--- config.mk ---
export PLATFORM = sky130hd
export DESIGN_NAME = el2_ifu_iccm_ctl
export DESIGN_NICKNAME = d
export VERILOG_FILES = /design/src/rtl/el2_ifu_iccm_ctl.sv
export SDC_FILE = /design/constraint.sdc
export NUM_CORES = 1
export LEC_CHECK = 0
export ABC_AREA = 1
export CORE_ASPECT_RATIO = 0.9
export CORE_MARGIN = 2
export CORE_UTILIZATION = 35
export DETAILED_ROUTE_END_ITERATION = 10
export PLACE_DENSITY = 0.82
export REMOVE_ABC_BUFFERS = 1
export SYNTH_ARGS = -nofsm -noshare
export SYNTH_HDL_FRONTEND = slang
export SYNTH_SLANG_ARGS = --single-unit
--- constraint.sdc ---
create_clock -name clk -period 2.2 [get_ports clk]
set_input_delay 0.44 -clock clk [delete_from_list [all_inputs] [get_ports clk]]
set_output_delay 0.44 -clock clk [all_outputs]
set_load 0.01 [all_outputs]
--- src/rtl/el2_ifu_iccm_ctl.sv ---
// el2_ifu_iccm_ctl: ICCM port arbiter (ECC correction > DMA > fetch) with correction-write sequencer and bounded DMA streak.
module el2_ifu_iccm_ctl #(
    parameter int ICCM_BITS      = 16,
    parameter int DMA_MAX_CONSEC = 4
) (
    input  logic                 clk,
    input  logic                 rst_l,
    input  logic                 fetch_req,
    input  logic [ICCM_BITS-1:1] fetch_addr,
    output logic                 fetch_gnt,
    output logic                 fetch_rvalid,
    input  logic                 dma_req,
    input  logic                 dma_write,
    input  logic [ICCM_BITS-1:1] dma_addr,
    input  logic [2:0]           dma_size,
    input  logic [77:0]          dma_wdata,
    output logic                 dma_gnt,
    output logic                 dma_rvalid,
    input  logic                 ecc_sb_err,
    input  logic [ICCM_BITS-1:1] ecc_err_addr,
    input  logic [38:0]          ecc_corr_data,
    output logic                 iccm_wren,
    output logic                 iccm_rden,
    output logic [ICCM_BITS-1:1] iccm_rw_addr,
    output logic [2:0]           iccm_wr_size,
    output logic [77:0]          iccm_wr_data,
    output logic                 iccm_buf_correct_ecc,
    output logic                 iccm_correction_state,
    output logic                 corr_drop
);
    typedef enum logic [1:0] {IDLE, CWR, CDONE} state_t;
    localparam logic [3:0] MAX = 4'(DMA_MAX_CONSEC);
    state_t               state;
    logic [3:0]           streak;
    logic [ICCM_BITS-1:1] err_addr;
    logic [ICCM_BITS-1:1] last_addr;
    logic [38:0]          corr_data;
    logic                 cwr;
    logic                 dma_win;
    logic                 dma_wr;
    always_comb begin
        cwr                   = state == CWR;
        dma_win               = dma_req && !(fetch_req && streak == MAX);
        dma_gnt               = rst_l && !cwr && dma_win;
        fetch_gnt             = rst_l && !cwr && fetch_req && !dma_win;
        dma_wr                = dma_gnt && dma_write;
        iccm_wren             = cwr || dma_wr;
        iccm_rden             = fetch_gnt || (dma_gnt && !dma_write);
        iccm_rw_addr          = cwr ? err_addr : dma_gnt ? dma_addr : fetch_gnt ? fetch_addr : last_addr;
        iccm_wr_size          = cwr ? 3'b010 : dma_wr ? dma_size : 3'b000;
        iccm_wr_data          = cwr ? {corr_data, corr_data} : dma_wr ? dma_wdata : 78'd0;
        iccm_buf_correct_ecc  = cwr;
        iccm_correction_state = state != IDLE;
    end
    always_ff @(posedge clk or negedge rst_l) begin
        if (!rst_l) begin
            state        <= IDLE;
            streak       <= '0;
            err_addr     <= '0;
            corr_data    <= '0;
            last_addr    <= '0;
            fetch_rvalid <= 1'b0;
            dma_rvalid   <= 1'b0;
            corr_drop    <= 1'b0;
        end else begin
            fetch_rvalid <= fetch_gnt;
            dma_rvalid   <= dma_gnt && !dma_write;
            corr_drop    <= ecc_sb_err && state != IDLE;
            last_addr    <= iccm_rw_addr;
            streak       <= (!fetch_req || fetch_gnt) ? 4'd0 : (dma_gnt && streak != MAX) ? streak + 4'd1 : streak;
            case (state)
                IDLE: if (ecc_sb_err) begin
                    err_addr  <= ecc_err_addr;
                    corr_data <= ecc_corr_data;
                    state     <= CWR;
                end
                CWR:     state <= CDONE;
                default: state <= IDLE;
            endcase
        end
    end
endmodule

-- Word-level counts from Yosys, hierarchy flattened
Index checks and enable logic that the tools add are counted.
W data, S select, Z words.
- logic and storage cells: 46
- output and inout bits: 105
- flip-flop bits (word level): 78
- input bits: 171
- muxes and demuxes: 11
- reduce and logical (&&, ||, !) cells: 22
- eq/ne operators: 4
- add/subtract/negate cells: 1
- operators with widths (kind ; count):
    $mux W78 ; 2
    $mux W15 ; 3
    $logic_and A1 B1 Y1 ; 10
    $mux W4 ; 2
    $mux W3 ; 2
    $logic_not A1 Y1 ; 5
    $add A4 B1 Y4 const B ; 1
    $eq A4 B3 Y1 const B ; 1
    $ne A4 B3 Y1 const B ; 1
    $pmux W2 S2 ; 1
    $reduce_bool A2 Y1 ; 2
    $logic_or A1 B1 Y1 ; 3
    $eq A2 B1 Y1 const B ; 1
    $logic_not A2 Y1 ; 1
    $mux W2 ; 1
    $ne A2 B2 Y1 const B ; 1
    $reduce_and A2 Y1 ; 1

-- Depth between registers and ports, before layout
Gate-level depths: netlist of the first run.
- word-level depth: 9
- gate-level depth with buffers: 10
- mapped depth without buffers: 9

-- Worst setup path after synthesis of the first run
No wires, ideal clock.
- path kind: flip-flop to output port
- start point: register streak[0]
- end point: output port iccm_wr_size[0]
- arrival time: 1.419 ns
- setup slack: 0.341 ns
- stages on the path, launching flop included: 9
- data required time: 1.760 ns
- path through: dfrtp_1 inv_1 ha_1 nand4_2 nand3_4 nor2_8 buf_4 inv_1 nor2_1
- word-level cells in the longest chain between the ends: 8
- ends and longest elaborated chain (item ; RTL line ; text):
    from (decl) ; 34 ; logic [3:0] streak;
    from (signal assigned) ; 70 ; streak <= (!fetch_req || fetch_gnt) ? 4'd0 : (dma_gnt && streak != MAX) ? streak + 4'd1 : streak;
    $eq A4 B3 Y1 ; 43 ; dma_win = dma_req && !(fetch_req && streak == MAX);
    $logic_and A1 B1 Y1 ; 43 ;
    $logic_not A1 Y1 ; 43 ;
    $logic_and A1 B1 Y1 ; 43 ;
    $logic_and A1 B1 Y1 ; 44 ; dma_gnt = rst_l && !cwr && dma_win;
    $logic_and A1 B1 Y1 ; 46 ; dma_wr = dma_gnt && dma_write;
    $mux W3 (2 in a row) ; 50 ; iccm_wr_size = cwr ? 3'b010 : dma_wr ? dma_size : 3'b000;
    to (decl) ; 25 ; output logic [2:0] iccm_wr_size,
Every way passes these cells.

-- Worst setup path after layout of the first run
- start point: register streak[0]
- end point: output port iccm_rw_addr[2] (netlist name)
- word-level cells in the longest chain between the ends: 9
- ends and longest elaborated chain (item ; RTL line ; text):
    $eq A4 B3 Y1 (*) ; 43 ;
    $logic_and A1 B1 Y1 (*) ; 43 ;
    $logic_not A1 Y1 (*) ; 43 ;
    $logic_and A1 B1 Y1 (*) ; 43 ;
    $logic_not A1 Y1 ; 45 ; fetch_gnt = rst_l && !cwr && fetch_req && !dma_win;
    $logic_and A1 B1 Y1 ; 45 ;
    $mux W15 ; 49 ; iccm_rw_addr = cwr ? err_addr : dma_gnt ? dma_addr : fetch_gnt ? fetch_addr : last_addr;
    $mux W15 (*) (2 in a row) ; 49 ;
    to (decl) ; 24 ; output logic [ICCM_BITS-1:1] iccm_rw_addr,
Mark *: on every way between the ends. The rest lies on a longest branch, timed or not.

==> results of run 1 <==
## report_power, final
part | internal (mW) | switching, mW | leakage [nW] | total [mW]
clock network | 1.15 | 0.613 | 0.173 | 1.76
registers | 1.77 | 0.136 | 0.967 | 1.91
logic | 1.12 | 1.25 | 3.00 | 2.37
total | 4.04 | 2.00 | 4.14 | 6.03
## state kept, by name, summed over array words and instances, names as in the netlist
signal / flops
corr_data: 39
fetch_rvalid: 1
dma_rvalid: 1
streak: 4
state: 2
corr_drop: 1
last_addr: 15
err_addr: 15
## what timing repair did
action | in CTS | in global routing
pin swaps | 5 | 31
cloned | 8 | 2
hold buffers | 0 | 0
resized for setup | 530 | 151
setup endpoints to repair | 101 | 99
setup buffers | 12 | 14
## metrics by stage
| step | instance area, um2 | util | power (mW) | worst slack (ns) | hold WS, ns |
|---|---|---|---|---|---|
| floorplan | 4100 | - | 2.72 | -0.918 | 0.144 |
| global placement | 7460 | 0.618 | 3.95 | -0.542 | 0.454 |
| detailed placement | 7460 | 0.618 | 4.00 | -0.583 | 0.459 |
| CTS | 7790 | 0.645 | 5.67 | -0.245 | 0.474 |
| global route | 8380 | 0.694 | 6.36 | -0.354 | 0.501 |
| finish | 8380 | 0.694 | 6.03 | -0.244 | 0.451 |
## worst max-delay path, stage by stage, from the launching register on
cell	delay [ns]
dfrtp_1	0.39
inv_2	0.09
ha_4	0.16
nand4_4	0.10
buf_6	0.16
nand2_8	0.09
nand2_8	0.07
clkbuf_16	0.18
nand2_4	0.05
nand3_2	0.05
nand2_1	0.08
nand2_1	0.09
buf_2	0.16
## cell type report
cell class,count,area (um2)
fillers,911,3700
repair buffers,347,3260
multi-input cells,441,2400
flip-flops and latches,78,1950
clock buffers,10,239
inverters,55,214
well taps,160,200
clock inverters,6,116
## cells in the final DEF (no fill, tap or decap), drive strengths merged
master,Yosys,layout
inv,55,56
bufbuf,0,1
nand4,1,1
ha,2,2
a21boi,1,1
nand3,35,35
clkbuf,14,12
buf,24,170
nor2,41,41
bufinv,0,3
dlygate4sd2,0,2
nand2,239,239
a21oi,1,1
dfrtp,78,78
xor2,2,2
nand3b,1,1
clkdlybuf4s50,0,172
clkinv,0,2
o21ai,118,118
## per-layer routing
metal	routed length [um]	global-route usage	up-vias
li1	-	-	2568
met1	6800	0.305	2454
met2	9530	0.446	249
met3	1540	0.0716	41
met4	507	0.0706	0
met5	0	0	-
## final timing paths
| path | end | slack, ns | depth (start not counted) |
|---|---|---|---|
| max reg2reg | last_addr[10] | 0.38 | 13 |
| min in group clk | err_addr[15] | 0.47 | 2 |
| max | iccm_rw_addr[2] | -0.24 | 12 |
| min | last_addr[14] | 0.45 | 3 |
| max in group asynchronous | corr_data[15] | 1.05 | 3 |
| min reg2reg | err_addr[15] | 0.47 | 2 |
## cell families (layout without fill, tap and decap cells)
kind of cell | count (synthesis) | in the layout | share of synthesized area
AOI/OAI and AO/OA | 120 | 120 | 0.140
xor gates and xnor gates | 2 | 2 | 0.00405
adders and majority gates | 2 | 2 | 0.00578
buffers and inverters | 93 | 418 | 0.100
DFF | 78 | 78 | 0.451
and+or+nand+nor | 317 | 317 | 0.299
==> impl_metrics.json, run 1 <==
{
  "vias": 5312,
  "finalCritPeriodShare": 1.11,
  "track_usage": 0.253,
  "synthArstFlopShare": 1.00,
  "wl_per_cell_um": 16.8,
  "failed_checks": "negative setup slack",
  "die-area_um2": 13300,
  "grt_start_max_net_pins": 79,
  "clkTransAtPathRegs_ns": 0.07,
  "nNetsFinal": 1105,
  "clk_path_buf_depth": 2,
  "cap_violations": 0,
  "tightest_slew_ns": 1.03,
  "h-tree-depth": 3,
  "via_per_inst": 4.84,
  "synth_top_area_cell": "dfrtp_1",
  "seq_area_frac_synth": 0.451,
  "min_path_type": "in2async",
  "reg2reg_from": "streak[0]",
  "drive_gt1_frac": 0.329,
  "fin_ws_ns": -0.244,
  "grt_pass1_wl_mm": 25.9,
  "critical_path.startpoint": "streak[0]",
  "root_buffer": "clkbuf_16",
  "instances_no_fill": 1097,
  "start_util": 0.359,
  "synth_flop_cell": "dfrtp_1",
  "rsz0062_at_grt": "yes",
  "dp_hpwl_mm": 11.6,
  "synth_top_area_share": 0.451,
  "finalMaxSlewViolations": 0,
  "synth_area_per_cell_um2": 7.08,
  "ir_drop_mv": 0.450,
  "status": "complete, but fails checks",
  "cp-start-kind": "flip-flop",
  "placementRows": 38,
  "setup_tns_ns": -11.59,
  "antenna_left": 0,
  "clock_latency_ns": 0.34,
  "cp.arrival_ns": 2.00,
  "synth-seq-cells": 78,
  "ys_top_cells_by_count": "nand2_1, o21ai_0, dfrtp_1",
  "routed_wl_mm": 18.4,
  "route.detailed.drc": 0,
  "path_class": "reg2out",
  "antenna_cells": 0,
  "cts_num_sinks": 78,
  "end_kind": "primary output",
  "grt_pass1_vias": 4973,
  "yosys.cell_types.count": 22,
  "cts_tree": "yes",
  "cp.required_ns": 1.76,
  "cts_buffers": 9,
  "fp.dieH_um": 110,
  "fmax_mhz": 409,
  "syn_to_final_growth_pct": 93.4,
  "setup_violations": 99,
  "placeableCoreArea_um2": 12100,
  "dp_cells": 1049,
  "power.density_nw_per_um2": 720,
  "synth_area_um2": 4330,
  "io-pin-count": 276,
  "port-buffer-count": 275,
  "synth_edf_count": 0,
  "hold_violations": 0,
  "crit_fanout": 6,
  "synthCells": 612,
  "antenna_found_initial": 0,
  "grt-ovfl-total": 0,
  "gp_congestion": 0.836,
  "yosysMostFrequentCell": "nand2_1",
  "dr.pass1.iters": 8,
  "drt_iter0_drc": 402,
  "fin_skew_ns": 0.00833,
  "die_x_um": 121,
  "ys_warn_count": 0,
  "synth.area.top_cells": "dfrtp_1, nand2_1, o21ai_0",
  "power_leakage_nw": 4.14,
  "maxSlewHeadroom": 0.316,
  "period_needed_ns": 2.44
}
Power figures use the tool's default switching activity.
==> run 2: changes to the inputs <==
--- a/config.mk
+++ b/config.mk
@@ -10,6 +10,7 @@
 export CORE_MARGIN = 2
 export CORE_UTILIZATION = 35
 export DETAILED_ROUTE_END_ITERATION = 10
+export HOLD_SLACK_MARGIN = 0.08
 export PLACE_DENSITY = 0.82
 export REMOVE_ABC_BUFFERS = 1
 export SYNTH_ARGS = -nofsm -noshare
==> constraint.sdc (replaced) <==
create_clock -name clk -period 2.6 [get_ports clk]
set_input_delay 0.52 -clock clk [delete_from_list [all_inputs] [get_ports clk]]
set_output_delay 0.52 -clock clk [all_outputs]
set_load 0.01 [all_outputs]
==> impl_metrics.json, run 2 (synthesis gave the netlist of run 1 again) <==
{
  "die-area_um2": 13300,
  "regArea_um2": 1950,
  "cts_num_sinks": 78,
  "grt_pass1_wl_mm": 23.5,
  "antenna_found_initial": 1,
  "routed_wl_mm": 15.6,
  "start_util": 0.359,
  "tightest_slew_ns": 0.996,
  "via_per_inst": 4.75,
  "finalMaxSlewViolations": 0,
  "fp.dieH_um": 110,
  "reg2reg_from": "streak[0]",
  "place_ws_ns": -0.323,
  "grt_pass1_vias": 4795,
  "cp_slowest_cell": "dfrtp_1",
  "fin_ws_ns": 0.0120,
  "cp_top_family": "buffers and inverters",
  "drive_gt1_frac": 0.133,
  "power.density_nw_per_um2": 595,
  "slowest_delay_ns": 0.36,
  "fillCellCount": 1087,
  "min_path_type": "reg2reg",
  "fin_skew_ns": 0.00457,
  "nNetsFinal": 1070,
  "grt-ovfl-total": 0,
  "ir_drop_mv": 0.470,
  "end_kind": "primary output",
  "multi_input_area_um2": 1990,
  "clk_path_buf_depth": 2,
  "dp_hpwl_mm": 11.2,
  "placementRows": 38,
  "track_usage": 0.227,
  "critical_path.startpoint": "streak[0]",
  "port-buffer-count": 275,
  "antenna_left": 0,
  "period_needed_ns": 2.59,
  "h-tree-depth": 3,
  "root_buffer": "clkbuf_16",
  "vias": 5048,
  "min_from": "err_addr[3]",
  "status": "complete, no violations",
  "largest_reg_flops": 39,
  "cap_violations": 0,
  "crit_fanout": 35,
  "io-pin-count": 276,
  "maxSlewHeadroom": 0.336,
  "route.detailed.drc": 0,
  "finalCritPeriodShare": 0.995,
  "cp_cell_sequence": "inv_2, ha_4, nand4_4, nand3_4, nor2_8, buf_12, nand2_1, o21ai_0, clkdlybuf4s15_1",
  "hold_violations": 0,
  "fmax_mhz": 386,
  "setup_violations": 0,
  "top_register": "corr_data",
  "cp-start-kind": "flip-flop",
  "largestRegisters": "corr_data (39), err_addr (15), last_addr (15)",
  "final_cell_mix": "nand2_1, clkdlybuf4s50_1, o21ai_0",
  "setup_tns_ns": 0,
  "placeableCoreArea_um2": 12100,
  "cts_tree": "yes",
  "final_common_cell": "nand2_1",
  "cp.arrival_ns": 2.07,
  "path_class": "reg2out",
  "syn_to_final_growth_pct": 75.7,
  "grt_start_max_net_pins": 79,
  "wl_per_cell_um": 14.7,
  "power_leakage_nw": 3.70,
  "rsz0062_at_grt": "yes",
  "drt_iter0_drc": 254,
  "cp.required_ns": 2.08,
  "cp_num_buf_inv": 3,
  "clock_latency_ns": 0.33,
  "clkTransAtPathRegs_ns": 0.06,
  "cts_buffers": 9,
  "die_x_um": 121,
  "dr.pass1.iters": 7,
  "gp_congestion": 0.843
}
## run 2: cell types whose count changed in the layout (fill, tap and decap cells not counted), sizes merged
cell	previous run	this run
dlygate4sd2	2	19
clkbuf	12	57
buf	170	42
dlymetal6s2s	0	4
inv	56	55
clkinv	2	3
dlygate4sd1	0	1
clkdlybuf4s15	0	27
diode	0	1
bufbuf	1	0
bufinv	3	2
clkinvlp	0	1
## run 2: final timing paths
path	endpoint	slack, ns	cells past startpoint
worst max-delay path	iccm_wr_data[67]	0.01	9
worst min-delay path	err_addr[3]	0.47	2
worst max register to register	streak[0]	0.91	10
worst min register to register	err_addr[3]	0.47	2
max in group asynchronous	corr_data[35]	1.41	3
min in group asynchronous	last_addr[1]	0.56	3
## run 2: report_power, final
| part | switching (mW) | leakage, nW | internal (mW) | total [mW] |
|---|---|---|---|---|
| Clock | 0.492 | 0.152 | 0.839 | 1.33 |
| Combinational | 0.861 | 2.59 | 0.741 | 1.60 |
| Sequential | 0.0982 | 0.967 | 1.50 | 1.60 |
| Total | 1.45 | 3.70 | 3.08 | 4.53 |
## run 2: per-stage QoR
step                cells  instance area [um2]  hold WS [ns]   util  power, mW
finish               1063                 7610         0.472  0.630       4.53
global route         1063                 7610         0.501  0.630       4.81
CTS                  1056                 7660         0.474  0.634       4.56
detailed placement   1039                 7370         0.459  0.611       3.35
global placement     1039                 7370         0.456  0.611       3.31
floorplan             574                 4100         0.224      -       2.30
## run 2: timing repair
action	4_1_cts	5_1_grt
setup endpoints to repair	100	98
resized for setup	153	109
hold buffers	0	0
buffers inserted	0	3
cloned	1	3
pin swaps	1	2
## run 2: routing by layer
| metal | up-vias | share of wire | wire length (um) | track usage |
|---|---|---|---|---|
| met2 | 197 | 0.52 | 8110 | 0.414 |
| met5 | - | 0 | 0 | 0 |
| met3 | 22 | 0.082 | 1280 | 0.0648 |
| li1 | 2490 | - | - | - |
| met1 | 2339 | 0.38 | 5960 | 0.261 |
| met4 | 0 | 0.018 | 289 | 0.0632 |
## run 2: layout make-up
type,instances,share of cell area
inverter,55,0.0271
sequential,78,0.257
clock inverter,6,0.0113
clock buffer,10,0.0301
timing repair buffer,312,0.387
antenna,1,0.000329
multi-input combinational,441,0.261
tap,160,0.0263
## run 2: tightest hold or removal path, cell delays in order, from the launching register on
cell	delay, ns
dfrtp_1	0.34
nand2_1	0.05
nand2_1	0.04
==> run 3: changes to the inputs <==
--- a/config.mk
+++ b/config.mk
@@ -8,10 +8,10 @@
 export ABC_AREA = 1
 export CORE_ASPECT_RATIO = 0.9
 export CORE_MARGIN = 2
-export CORE_UTILIZATION = 35
+export CORE_UTILIZATION = 37
 export DETAILED_ROUTE_END_ITERATION = 10
 export HOLD_SLACK_MARGIN = 0.08
-export PLACE_DENSITY = 0.82
+export PLACE_DENSITY = 0.85
 export REMOVE_ABC_BUFFERS = 1
 export SYNTH_ARGS = -nofsm -noshare
 export SYNTH_HDL_FRONTEND = slang
==> impl_metrics.json, run 3 (synthesis gave the netlist of run 1 again) <==
{
  "status": "complete, no violations",
  "dp_cells": 1032,
  "p_comb_frac": 0.357,
  "setup_violations": 0,
  "grt_pass1_vias": 4980,
  "pwr-share-clk": 0.286,
  "min_path_type": "reg2reg",
  "via_per_inst": 4.76,
  "end_kind": "primary output",
  "clkTransAtPathRegs_ns": 0.06,
  "nNetsFinal": 1068,
  "grt_start_max_net_pins": 79,
  "cp_num_buf_inv": 4,
  "crit_cells": 8,
  "internal_power_mw": 3.01,
  "instances_no_fill": 1056,
  "drt_iter0_drc": 335,
  "critical_path.startpoint": "streak[0]",
  "dr.pass1.iters": 4,
  "die_x_um": 118,
  "syn_to_final_growth_pct": 75.7,
  "cts_num_sinks": 78,
  "fp.dieH_um": 107,
  "drive_gt1_frac": 0.0900,
  "clk_path_buf_depth": 2,
  "fillCellCount": 992,
  "die-area_um2": 12600,
  "finalMaxSlewViolations": 0,
  "wl_per_cell_um": 14.6,
  "clock_latency_ns": 0.33,
  "placementRows": 37,
  "final_common_cell": "nand2_1",
  "port-buffer-count": 275,
  "path_class": "reg2out",
  "grt-ovfl-total": 0,
  "dp_hpwl_mm": 11.5,
  "cp.required_ns": 2.08,
  "slowest_delay_ns": 0.37,
  "largestRegisters": "corr_data (39), err_addr (15), last_addr (15)",
  "maxSlewHeadroom": 0.345,
  "antenna_found_initial": 0,
  "largest_reg_flops": 39,
  "cp_cell_sequence": "inv_2, ha_4, nand4_4, nand3_4, buf_6, buf_4, o21ai_0, dlygate4sd2_1",
  "reg2reg_from": "streak[0]",
  "setup_tns_ns": 0,
  "routed_wl_mm": 15.5,
  "io-pin-count": 276,
  "power.density_nw_per_um2": 586,
  "period_needed_ns": 2.53,
  "h-tree-depth": 3,
  "gp_congestion": 0.825,
  "cp_top_family": "buffers and inverters",
  "cts_buffers": 9,
  "vias": 5023,
  "r2r_slack_ns": 0.87,
  "crit_end": "iccm_rden",
  "placeableCoreArea_um2": 11400,
  "crit_fanout": 6,
  "holdWs_ns": 0.471,
  "ir_drop_mv": 0.349,
  "cp.arrival_ns": 2.01,
  "cap_violations": 0,
  "cp_slowest_cell": "dfrtp_1",
  "cts_tree": "yes",
  "root_buffer": "clkbuf_16",
  "track_usage": 0.245,
  "grt_pass1_wl_mm": 24.6,
  "regArea_um2": 1950,
  "power_leakage_nw": 3.80,
  "cp-start-kind": "flip-flop",
  "start_util": 0.379,
  "fmax_mhz": 395,
  "finalCritPeriodShare": 0.974,
  "reg2regPathDepth": 10,
  "hold_violations": 0,
  "seqPwrFrac": 0.356,
  "power.share.switching": 0.325,
  "route.detailed.drc": 0,
  "antenna_cells": 0,
  "top_register": "corr_data",
  "reg2reg_to": "last_addr[8]",
  "multi_input_area_um2": 1980,
  "switchingPower_mw": 1.45,
  "final_cell_mix": "nand2_1, clkdlybuf4s50_1, o21ai_0",
  "cts_hold_buf": 0,
  "tightest_slew_ns": 0.983,
  "fin_skew_ns": 0.00717,
  "antenna_left": 0
}
run 3: changes by cell type in the layout (fill, tap and decap cells not counted), moves of 4 or more:
cell and change:
buf_2 +5, clkbuf_2 -42, dlygate4sd2_1 +66, dlymetal6s2s_1 -4, clkdlybuf4s15_1 -21
run 3: stage by stage:
| step | worst slack [ns] | total power, mW | util | cell area (um2) |
|---|---|---|---|---|
| floorplan | -0.518 | 2.30 | - | 4100 |
| global placement | -0.303 | 3.31 | 0.642 | 7350 |
| detailed placement | -0.330 | 3.35 | 0.642 | 7350 |
| CTS | 0.00117 | 4.51 | 0.666 | 7610 |
| global route | -0.00374 | 4.74 | 0.666 | 7610 |
| finish | 0.0673 | 4.46 | 0.666 | 7610 |
run 3: per-layer routing:
metal / up-vias / GRT usage / wire length, um
met4: 0 / 0.0869 / 374
li1: 2483 / - / -
met2: 191 / 0.444 / 7940
met3: 29 / 0.0846 / 1240
met5: - / 0 / 0
met1: 2320 / 0.267 / 5910
run 3: what timing repair did:
action	4_1_cts	5_1_grt
gates resized for setup	138	15
setup endpoints to repair	100	68
cloned	1	0
pin swaps	1	3
buffers inserted	3	4
hold endpoints to repair	0	0
run 3: power groups by stage:
stage | clock network [mW] | registers (mW) | logic (mW)
after global routing | 1.36 | 1.62 | 1.76
after detailed placement | 0 | 1.61 | 1.74
after global placement | 0 | 1.60 | 1.71
after CTS | 1.30 | 1.59 | 1.61
final | 1.28 | 1.59 | 1.59
after floorplan | 0 | 1.59 | 0.711
run 3: how the worst min path moves through the flow:
| stage | from | to | cells past startpoint |
|---|---|---|---|
| floorplan | rst_l | corr_data[0] | 0 |
| global route | err_addr[8] | err_addr[8] | 2 |
| detailed placement | err_addr[8] | err_addr[8] | 2 |
| global placement | err_addr[13] | err_addr[13] | 2 |
| CTS | err_addr[8] | err_addr[8] | 2 |
| finish | err_addr[5] | err_addr[5] | 2 |
run 3: cell type report:
| type | count | area share |
|---|---|---|
| multi-input combinational | 441 | 0.261 |
| timing repair buffer | 310 | 0.389 |
| clock buffer | 10 | 0.0314 |
| tap | 156 | 0.0256 |
| inverter | 55 | 0.0271 |
| clock inverter | 6 | 0.00937 |
| sequential | 78 | 0.256 |
run 3: worst min-delay path: stages (launching register included):
cell and delay (ns):
dfrtp_1 0.34, nand2_1 0.05, nand2_1 0.04
